==> config.mk <==
export PLATFORM = sky130hd
export DESIGN_NAME = vmul_issue_ctrl
export DESIGN_NICKNAME = d
export VERILOG_FILES = /design/src/rtl/vmul_issue_ctrl.sv
export SDC_FILE = /design/constraint.sdc
export NUM_CORES = 1
export LEC_CHECK = 0
export BUFFER_PORTS_ARGS = -buffer_cell sky130_fd_sc_hd__clkbuf_2
export CAP_MARGIN = 10
export CORE_AREA = 5 5 142 144
export DETAILED_ROUTE_END_ITERATION = 10
export DIE_AREA = 0 0 147 149
export PLACE_DENSITY_LB_ADDON = 0.15
export SYNTH_ARGS = -nofsm -noshare
export SYNTH_HDL_FRONTEND = slang
export SYNTH_SLANG_ARGS = --single-unit
export TNS_END_PERCENT = 30
==> constraint.sdc <==
create_clock -name clk -period 2.8 [get_ports clk]
set_input_delay 0.28 -clock clk [delete_from_list [all_inputs] [get_ports clk]]
set_output_delay 0.28 -clock clk [all_outputs]
set_load 0.02 [all_outputs]
==> src/rtl/vmul_issue_ctrl.sv <==
// ---------------------------------------------------------------------------
// vmul_issue_ctrl
//
// Issue controller for one vector multiply instruction. A command (beat count,
// SEW, opSel, widen, base line address) is accepted while idle. Operand beats
// are then taken from the operand-fetch stream and forwarded to the
// multiplier, one per cycle, with line addresses counting up from the base.
// The multiplier has a fixed latency and no stall input. To make sure no
// result is ever dropped, issue is gated by a credit counter that mirrors the
// free result-buffer slots. A count of in-flight beats decides when every
// result has returned, and done pulses at that point.
//
// Ports
//   clk, rst                 clock, synchronous active-high reset
//   cmd_valid/cmd_ready      command handshake (ready while idle)
//   cmd_len/sew/opsel/widen  command fields; len is the number of beats, 0 legal
//   cmd_addr                 base destination line address
//   op_valid/op_ready        operand beat handshake
//   op_vec0, op_vec1         operand beat
//   mul_valid, mul_*         registered issue towards the multiplier inputs
//   mul_out_valid            multiplier result strobe (in-flight return)
//   res_pop                  result buffer freed one slot (credit return)
//   busy                     controller not idle
//   done                     one-cycle completion pulse
//   err                      sticky: a result returned with nothing in flight
// ---------------------------------------------------------------------------
module vmul_issue_ctrl #(
    parameter int REQ_DATA_WIDTH = 64,
    parameter int REQ_ADDR_WIDTH = 32,
    parameter int SEW_WIDTH      = 2,
    parameter int OPSEL_WIDTH    = 2,
    parameter int LEN_WIDTH      = 8,
    parameter int MUL_LATENCY    = 6,
    parameter int RES_CREDITS    = 8
) (
    input  logic                      clk,
    input  logic                      rst,
    input  logic                      cmd_valid,
    output logic                      cmd_ready,
    input  logic [LEN_WIDTH-1:0]      cmd_len,
    input  logic [SEW_WIDTH-1:0]      cmd_sew,
    input  logic [OPSEL_WIDTH-1:0]    cmd_opsel,
    input  logic                      cmd_widen,
    input  logic [REQ_ADDR_WIDTH-1:0] cmd_addr,
    input  logic                      op_valid,
    output logic                      op_ready,
    input  logic [REQ_DATA_WIDTH-1:0] op_vec0,
    input  logic [REQ_DATA_WIDTH-1:0] op_vec1,
    output logic                      mul_valid,
    output logic [REQ_DATA_WIDTH-1:0] mul_vec0,
    output logic [REQ_DATA_WIDTH-1:0] mul_vec1,
    output logic [SEW_WIDTH-1:0]      mul_sew,
    output logic [OPSEL_WIDTH-1:0]    mul_opsel,
    output logic                      mul_widen,
    output logic [REQ_ADDR_WIDTH-1:0] mul_addr,
    input  logic                      mul_out_valid,
    input  logic                      res_pop,
    output logic                      busy,
    output logic                      done,
    output logic                      err
);

    localparam int CRED_W = $clog2(RES_CREDITS + 1);
    localparam int INFL_W = $clog2(MUL_LATENCY + 2);

    localparam logic [1:0] S_IDLE  = 2'd0;
    localparam logic [1:0] S_ISSUE = 2'd1;
    localparam logic [1:0] S_DRAIN = 2'd2;
    localparam logic [1:0] S_DONE  = 2'd3;

    localparam logic [CRED_W-1:0] CRED_FULL = CRED_W'(RES_CREDITS);

    logic [1:0]                state;
    logic [LEN_WIDTH-1:0]      len_q;
    logic [LEN_WIDTH-1:0]      beat_idx;
    logic [REQ_ADDR_WIDTH-1:0] base_q;
    logic [SEW_WIDTH-1:0]      sew_q;
    logic [OPSEL_WIDTH-1:0]    opsel_q;
    logic                      widen_q;
    logic [CRED_W-1:0]         credits;
    logic [INFL_W-1:0]         inflight;
    logic [INFL_W-1:0]         inflight_nxt;

    logic cmd_acc;
    logic hs_p0;
    logic last_beat;
    logic spurious;

    assign cmd_ready = (state == S_IDLE);
    assign op_ready  = (state == S_ISSUE) && (credits != '0);
    assign busy      = (state != S_IDLE);
    assign done      = (state == S_DONE);

    assign cmd_acc   = cmd_valid && cmd_ready;
    assign hs_p0     = op_valid && op_ready;
    // len_q is non-zero whenever we are in ISSUE, so len_q-1 never wraps here.
    assign last_beat = (beat_idx == (len_q - LEN_WIDTH'(1)));
    // A result with nothing issued and nothing counted cannot belong to us.
    assign spurious  = mul_out_valid && !mul_valid && (inflight == '0);

    // Next in-flight count: an issue and a return in the same cycle cancel.
    // A stray return at zero is flagged through err instead of underflowing.
    always_comb begin
        inflight_nxt = inflight;
        case ({mul_valid, mul_out_valid})
            2'b10:   inflight_nxt = inflight + INFL_W'(1);
            2'b01:   if (inflight != '0) inflight_nxt = inflight - INFL_W'(1);
            default: inflight_nxt = inflight;
        endcase
    end

    // Control: state, beat index, credits, in-flight count, err.
    always_ff @(posedge clk) begin
        if (rst) begin
            state    <= S_IDLE;
            beat_idx <= '0;
            credits  <= CRED_FULL;
            inflight <= '0;
            err      <= 1'b0;
        end else begin
            inflight <= inflight_nxt;

            // Credits persist across commands; a pop that would overflow is dropped.
            case ({hs_p0, res_pop})
                2'b10:   credits <= credits - CRED_W'(1);
                2'b01:   if (credits < CRED_FULL) credits <= credits + CRED_W'(1);
                default: credits <= credits;
            endcase

            if (cmd_acc)
                err <= 1'b0;
            else if (spurious)
                err <= 1'b1;

            case (state)
                S_IDLE: begin
                    if (cmd_acc) begin
                        beat_idx <= '0;
                        state    <= (cmd_len != '0) ? S_ISSUE : S_DONE;
                    end
                end
                S_ISSUE: begin
                    if (hs_p0) begin
                        beat_idx <= beat_idx + LEN_WIDTH'(1);
                        if (last_beat)
                            state <= S_DRAIN;
                    end
                end
                S_DRAIN: begin
                    if (inflight_nxt == '0)
                        state <= S_DONE;
                end
                default: state <= S_IDLE;
            endcase
        end
    end

    // Command fields captured on accept; pure data, no reset needed.
    always_ff @(posedge clk) begin
        if (cmd_acc) begin
            len_q   <= cmd_len;
            base_q  <= cmd_addr;
            sew_q   <= cmd_sew;
            opsel_q <= cmd_opsel;
            widen_q <= cmd_widen;
        end
    end

    // ---- stage p0 -> p1: operand handshake registered into multiplier issue ----
    always_ff @(posedge clk) begin
        if (rst) begin
            mul_valid <= 1'b0;
            mul_vec0  <= '0;
            mul_vec1  <= '0;
            mul_sew   <= '0;
            mul_opsel <= '0;
            mul_widen <= 1'b0;
            mul_addr  <= '0;
        end else begin
            mul_valid <= hs_p0;
            if (hs_p0) begin
                mul_vec0  <= op_vec0;
                mul_vec1  <= op_vec1;
                mul_sew   <= sew_q;
                mul_opsel <= opsel_q;
                mul_widen <= widen_q;
                mul_addr  <= base_q + REQ_ADDR_WIDTH'(beat_idx);
            end
        end
    end

endmodule

==> run summary, run 1 <==
In this run the worst hold path is classified as in -> reg. After synthesis, the largest family of logic cells by area is simple AND/OR/NAND/NOR gates. The data required time of the critical path is 3230 ps. Of the total synthesized cell area, the portion taken by full adders, half adders and majority gates is 3.37%. The basic-gate share of the synthesized area counting and, or, nand and nor cells is 18.2%. The remaining routing DRC violations came out at 0.

For the pin with the worst max-slew slack, the measured transition is 784 ps. During placement, the flow inserted port buffers numbering 349. The routed length per placed instance came out at 16.9 um. Dividing the detail-routed via count by the number of cells gives 5.07. The average cell area after synthesis is 8.93 sq um. TritonCTS built the clock tree. The number of vias after detailed routing is 8,886. At the worst endpoint, the arrival time is 2950 ps. The run finished with clean final reports. The endpoint identified for the worst register-to-register timing path is state[1]. From synthesis to final layout, the design area changed by 48.5%. VDD sags by at most 620 uV. Setup repair after global routing left no endpoint under its margin. The starting DRC count in detailed routing came out at 493. Once layout is done, the placed cells without fillers occupy 13,300 sq um. The post-CTS repair timing setup buffer count is 0. Entering global routing, the biggest net connects 155 pins. The first detailed-routing pass took 5 iterations. After clock tree synthesis, the clock-pin slew on the worst setup and hold paths is 60 ps. Once placement completed, the tool counted placed cells totaling 1,539. The worst setup path is captured at a register.

The area occupied by multi-input gates came out at 3680 sq um. After clock tree synthesis, the repair step resized 0 gates. The source of the worst register-to-register timing path is len_q[0]. The latest clock arrival within the worst-skew pair came out at 510 ps. The filler cell count is 1,389. The die span in x came out at 147 um. The fraction of layout instances using a drive strength above 1 came out at 26.5%. Ranked by total cell area, the synthesized netlist is headed by sky130_fd_sc_hd__dfxtp_1 41%, sky130_fd_sc_hd__edfxtp_1 15%, sky130_fd_sc_hd__nand2_1 12%. The fraction of the core area covered by cells at the end of the flow is 71.8%. After global routing the overflow that remains totals 0. The core region area is 18,600 sq um. The number of clock buffers added by TritonCTS is 24. After technology mapping, the gate count stands at 1,006.

After synthesis, the largest area contributor takes up 41.0% of total cell area. The worst hold path terminates at mul_vec1[4]. The number of global-route vias before repair is 8,669. The total power draw is 9.93 mW. The starting density of the core is 48.4%.

Synthesis instantiated 50 different standard cells from the library. The number of buffers on the longest clock path came out at 3. The overall die height came out at 149 um.

The number of max-capacitance violations reported is 0. The die covers 21,900 sq um. The share of synthesized area spent on multiplexers came out at 0.223%. The worst setup slack after layout came out at 283 ps. Summed over all layers, the routed wires come to 29,500 um. The static power due to leakage came out at 5.72 nW. The number of cells traversed by the worst hold path came out at 3. The H-tree depth is 1.

The number of flip-flops and latches in the synthesized netlist came out at 229. The number of failing setup endpoints in the final timing report is 0. In this run the tightest slew margin relative to its limit is 47.7%.

The worst hold slack came out at 8.25 ps. The number of cells traversed by the worst register-to-register path is 8. The signal on the critical path passes through inv_1, ha_1, nand2_1, a2111oi_1, nand3_1, o41a_1, or4_1, a21oi_1. The xor/xnor cell area share of the yosys netlist is 4.68%.

The fraction of the cycle the final worst path needs came out at 89.9%. The start point of the worst min-delay path is op_vec1[4]. The hold buffer count at CTS is 165. After floorplanning, the core was divided into 50 placement rows. The setup path with the least slack is of type reg -> reg. The cell area after placement is 10,900 sq um. The final hold violation count is 0. The biggest area contributor in the post-synthesis netlist is sky130_fd_sc_hd__dfxtp_1. The top achievable clock speed came out at 397 MHz.

Summed over all nets, the half-perimeter wirelength after detailed placement is 18,700 um. The count of flip-flops with a built-in enable after synthesis is 45. Synthesis produced a netlist with a net count of 1,208. In the final layout, flip-flops and latches occupy 5030 sq um. The power per unit of standard cell area is 744 nW/um^2. The area fraction in compound gates after synthesis is 14.3%.

After synthesis, flip-flops and latches occupy 56.0% of the total area. The area of the mapped netlist came out at 8980 sq um. In the synthesized netlist, the cells that appear most often are 296 x sky130_fd_sc_hd__nand2_1, 184 x sky130_fd_sc_hd__dfxtp_1, 170 x sky130_fd_sc_hd__a21oi_1, 52 x sky130_fd_sc_hd__clkbuf_1, 45 x sky130_fd_sc_hd__edfxtp_1. The setup skew after layout came out at 9.33 ps. On the critical path, the stage with the largest delay is an instance of sky130_fd_sc_hd__edfxtp_1. sky130_fd_sc_hd__nand2_1 is the most common cell in the netlist. Routability-driven placement finished with a final weighted congestion of 0.885. After routing, the total negative slack on setup checks comes to 0 ps. The fraction of synthesis flops using an asynchronous set or reset pin came out at 0%. The worst-case register-to-register setup slack is 280 ps. The biggest fanout along the worst timing path is 8. The stage delay of the slowest cell on the critical path came out at 480 ps.

The global-route wire length before repair is 45,300 um. The max-slew violation count came out at 0. For this run, the leading register cell type out of synthesis is sky130_fd_sc_hd__dfxtp_1. The final cell count without fillers is 1,751. The number of primary I/O pins came out at 350.

The final-stage net count is 1,699. The CTS sink count is 229. The initial antenna violation count came out at 1.

The total routing usage reported by global routing came out at 25.2%. The count of synthesis-stage warnings from yosys came out at 0. The worst setup path is launched from a register.

The number of routed nets with antenna violations is 0. The minimum period implied by the final worst setup slack came out at 2520 ps. Prior to clock tree synthesis, the placed netlist has a worst setup slack of 279 ps. Clock tree synthesis selected as its root buffer the cell sky130_fd_sc_hd__clkbuf_16.
## cell usage in the layout (no fill, tap or decap), drive strengths merged, types with 2 or more instances in the layout
cell	count
nor3	6
a21oi	170
dfxtp	184
a21o	4
nand3	18
dlygate4sd3	166
clkinv	9
nor4	5
ha	21
nor2	32
fa	2
nand2	296
and2	8
o41a	2
diode	3
nand2b	3
mux2i	2
nor2b	4
nand3b	2
xnor2	22
clkbuf	379
o21ai	34
nand4	6
inv	17
o211ai	2
buf	10
xor2	26
and3	6
o31ai	5
edfxtp	45
a211oi	7
## state kept, by name, indices dropped and copies added (netlist names)
| register | cells |
|---|---|
| mul_vec0 | 64 |
| mul_vec1 | 64 |
| base_q | 32 |
| mul_addr | 32 |
| beat_idx | 8 |
| len_q | 8 |
| credits | 4 |
| inflight | 3 |
| mul_opsel | 2 |
| mul_sew | 2 |
| opsel_q | 2 |
| sew_q | 2 |
| state | 2 |
| err | 1 |
| mul_valid | 1 |
| mul_widen | 1 |
| widen_q | 1 |
## worst max-delay path, delay by kind of cell, from the launching register on
kind	cells	cell delay (ps)
adders and majority gates	1	300
DFF	1	480
and+or+nand+nor	3	680
AOI/OAI and AO/OA	3	910
buffers and inverters	1	90
## area by class of cell
class                   instances  area share, %
flip-flops and latches        229           37.7
well taps                     234           2.19
clock inverters                12          0.638
diodes                          3         0.0563
inverters                      16          0.450
multi-input cells             702           27.6
clock buffers                  31           5.01
repair buffers                524           26.4
## routing by layer
layer,up-vias,share of wire [%],track usage [%]
li1,4372,-,-
met1,4043,37,28.7
met2,368,50,45.4
met3,103,7.4,5.53
met4,0,4.9,11.5
met5,-,0,0
## worst max-delay path by stage
stage,startpoint,slack (ps),depth (start not counted),endpoint
after floorplan,credits[0],240,10,credits[3]
after global placement,beat_idx[0],340,9,mul_addr[22]
after detailed placement,len_q[0],280,8,state[1]
after CTS,len_q[0],270,8,state[1]
after global routing,len_q[0],30,8,state[1]
final,len_q[0],280,8,state[1]
## cells by family (layout without fill, tap and decap cells)
group,after synthesis,count (layout)
AOI/OAI and AO/OA,236,236
xor gates and xnor gates,48,48
adders and majority gates,23,23
buffers and inverters,75,583
DFF,229,229
muxes,2,2
other,0,3
and+or+nand+nor,393,393
## power by group
part	internal (mW)	leakage [nW]	switching (mW)
clock	1.77	0.374	1.25
combinational	0.986	3.42	1.69
sequential	3.91	1.92	0.325
Power figures use the tool's default switching activity.
==> inputs of run 2 (changes only) <==
Settings changed: CORE_AREA 5 5 142 144 to 5 5 141 143, CTS_BUF_LIST set to sky130_fd_sc_hd__clkbuf_2, DIE_AREA 0 0 147 149 to 0 0 146 148, SLEW_MARGIN set to 20.
==> run summary, run 2 (synthesis results as in run 1) <==
The flow ran to the end, and the final reports show no timing, DRC or antenna violations. The remaining routing DRC violations is 0 (unchanged). The number of buffers added by the clock tree synthesis step was 56 (+130%). The starting density of the core came out at 48.7% (+0.33 points).

The number of cells traversed by the worst register-to-register path came out at 11 (+3). The number of global-route vias before repair is 9,143 (+5.5%). The setup path with the least slack is of type reg -> reg. The final hold violation count came out at 0 (unchanged). The data arrival time of the worst path is 3340 ps (+390 ps). The data required time of the critical path is 3470 ps (+240 ps). The number of buffers on the longest clock path was 3 (unchanged). The number of vias after detailed routing is 9,242 (+4.0%). The CTS sink count came out at 229 (unchanged).

The transition time of the tightest slew-check pin came out at 988 ps (+204 ps). The global-route wire length before repair was 47,000 um (+3.8%). The largest registers in the layout are mul_vec0: 64 flops, mul_vec1: 64 flops. The number of failing setup endpoints in the final timing report is 0 (unchanged). The type of element capturing the critical path is a register.

The source of the worst register-to-register timing path is state[0]. The final-stage net count came out at 1,743 (+2.6%). The path class of the lowest-slack min-delay path is in -> reg. The setup slack at placement is 224 ps (-54.5 ps). The root buffer selected by CTS is sky130_fd_sc_hd__clkbuf_2. The worst setup slack after layout was 129 ps (-154 ps). The final cell count without fillers was 1,817 (+3.8%). The overall routed net length came out at 30,200 um (+2.2%). The setup skew after layout is 52.5 ps (+43.1 ps). The biggest fanout along the worst timing path came out at 4 (-4). The initial antenna violation count came out at 3 (+2). The capturing point of the worst reg2reg path is credits[3]. The max-slew violation count is 0 (unchanged). The worst slew margin relative to its limit is 34.1% (-14 points).

The power per unit of standard cell area came to 689 nW/um^2 (-7.4%). The fraction of the core area covered by cells at the end of the flow was 71.6% (-0.23 points). The area growth from synthesis to layout came out at 47.0%. The number of routed nets with antenna violations came out at 0 (unchanged).

The worst-case register-to-register setup slack was 130 ps (-150 ps). The fraction of the cycle the final worst path needs is 95.4% (+5.5 points). The CTS tree is done. The worst vdd rail ir drop was 686 uV (+11%). The H-tree depth is 2 (+1). The detailed-route vias per instance came out at 5.09 (+0.23%).

The largest net degree at the start of global routing came out at 190 (+23%). The top achievable clock speed is 374 MHz (-5.8%). The number of cells traversed by the worst hold path came to 4 (+1). The total power draw was 9.10 mW (-8.3%). The number of max-capacitance violations reported came out at 0 (unchanged). The combinational share of power came out at 29.8% (+2.9 points). The total of buffers placed on input and output ports was 349 (unchanged). The switching portion of total power came to 36.6% (+3.7 points). STA classifies the critical path startpoint as a register. The remaining global-route overflow is 0 (unchanged). The static power due to leakage is 5.77 nW (+0.91%). Leaving out fill and tap cells, the most frequent cell in the layout is sky130_fd_sc_hd__clkbuf_2.

The number of primary I/O pins is 350 (unchanged). The latest clock arrival within the worst-skew pair is 820 ps (+310 ps). The die span in x came out at 146 um (-0.68%). The number of instances in the placed design came out at 1,538 (-0.065%). For hold timing, the worst endpoint is inflight[0].

The total iterations of the first detailed-routing run is 5 (unchanged). The starting DRC count in detailed routing came out at 601 (+22%). The detailed placement HPWL came out at 18,700 um (about the same). The filler cell count was 1,417 (+2.0%). The clock input transition at the sequential cells of the worst setup and hold paths is 100 ps (+40 ps). The floorplan die area came out at 21,600 sq um (-1.3%). The startpoint identified for the worst hold timing path is mul_out_valid. The area taken by flip-flops and latches is 5030 sq um (unchanged). The area occupied by multi-input gates came out at 3680 sq um (+0.17%). The site row count is 50 (unchanged). The routed length per placed instance is 16.6 um (-1.5%). The clock share of power is 23.8% (-6.6 points). The fraction of layout instances using a drive strength above 1 is 28.7% (+2.2 points). The sequential fraction of design power came out at 46.4% (+3.8 points). The core region area came out at 18,500 sq um (-0.67%).

The minimum period implied by the final worst setup slack is 2670 ps (+154 ps). The global placer's final weighted congestion came out at 0.895 (+1.1%). The power spent charging and discharging nets was 3.33 mW (+2.0%). The internal power summed over all cells is 5.77 mW (-13%). The overall die height is 148 um (-0.67%).

The top cell types in the final layout, fill and taps aside, are 430 x sky130_fd_sc_hd__clkbuf_2, 295 x sky130_fd_sc_hd__nand2_1, 184 x sky130_fd_sc_hd__dfxtp_1, 178 x sky130_fd_sc_hd__dlygate4sd3_1, 169 x sky130_fd_sc_hd__a21oi_1. The total routing usage reported by global routing was 26.6% (+1.3 points).
-- run 2: through the flow --
step           instance area (sq um)  setup TNS, ps  hold slack [ps]
6_report                       13200              0              111
5_1_grt                        13200          -20.2             43.7
4_1_cts                        13200              0             15.3
3_5_place_dp                   10900              0              446
3_3_place_gp                   10900              0              441
2_1_floorplan                   8980              0              379
-- run 2: repair_timing --
item,CTS,global route
setup endpoints to repair,0,1
hold endpoints to repair,202,0
gates resized for setup,0,2
setup buffers,0,1
hold buffers,178,0
-- run 2: cell type report --
cell class | count | share of cell area [%]
diodes | 5 | 0.0947
clock buffers | 82 | 3.11
clock inverters | 13 | 0.597
inverters | 16 | 0.455
multi-input cells | 702 | 27.9
flip-flops and latches | 229 | 38.1
well taps | 234 | 2.22
repair buffers | 536 | 27.5
-- run 2: layer usage --
metal | global-route usage (%) | vias to the layer above | share of wire [%]
met3 | 6.41 | 107 | 6.6
met4 | 13.0 | 0 | 4.8
met5 | 0 | - | 0
met1 | 30.5 | 4266 | 39
li1 | - | 4477 | -
met2 | 46.7 | 392 | 50
-- run 2: how the worst max path moves through the flow --
stage / startpoint / to / slack (ps) / depth (start not counted)
after floorplan: credits[0] / credits[3] / 240 / 10
after global placement: beat_idx[0] / mul_addr[22] / 290 / 9
after detailed placement: len_q[0] / state[1] / 220 / 8
after CTS: state[1] / credits[3] / 70 / 12
after global routing: beat_idx[0] / mul_addr[22] / -10 / 9
final: state[0] / credits[3] / 130 / 11
-- run 2: worst max-delay path, stage by stage (launching register included) --
cell and delay, ps:
sky130_fd_sc_hd__dfxtp_1 410, sky130_fd_sc_hd__ha_2 250, sky130_fd_sc_hd__o41a_1 250, sky130_fd_sc_hd__nand2_4 100
sky130_fd_sc_hd__nand2_1 130, sky130_fd_sc_hd__ha_1 250, sky130_fd_sc_hd__a21o_1 190, sky130_fd_sc_hd__a21oi_2 150
sky130_fd_sc_hd__nor2_1 50, sky130_fd_sc_hd__o21ai_0 140, sky130_fd_sc_hd__dlygate4sd3_1 570, sky130_fd_sc_hd__nand3_1 70
-- run 2: power groups by stage --
stage,combinational [mW],sequential (mW),clock (mW)
2_1_floorplan,1.19,4.63,0
3_3_place_gp,2.44,4.27,0
3_5_place_dp,2.46,4.29,0
4_1_cts,2.67,4.21,2.22
5_1_grt,2.94,4.29,2.42
6_report,2.71,4.22,2.17
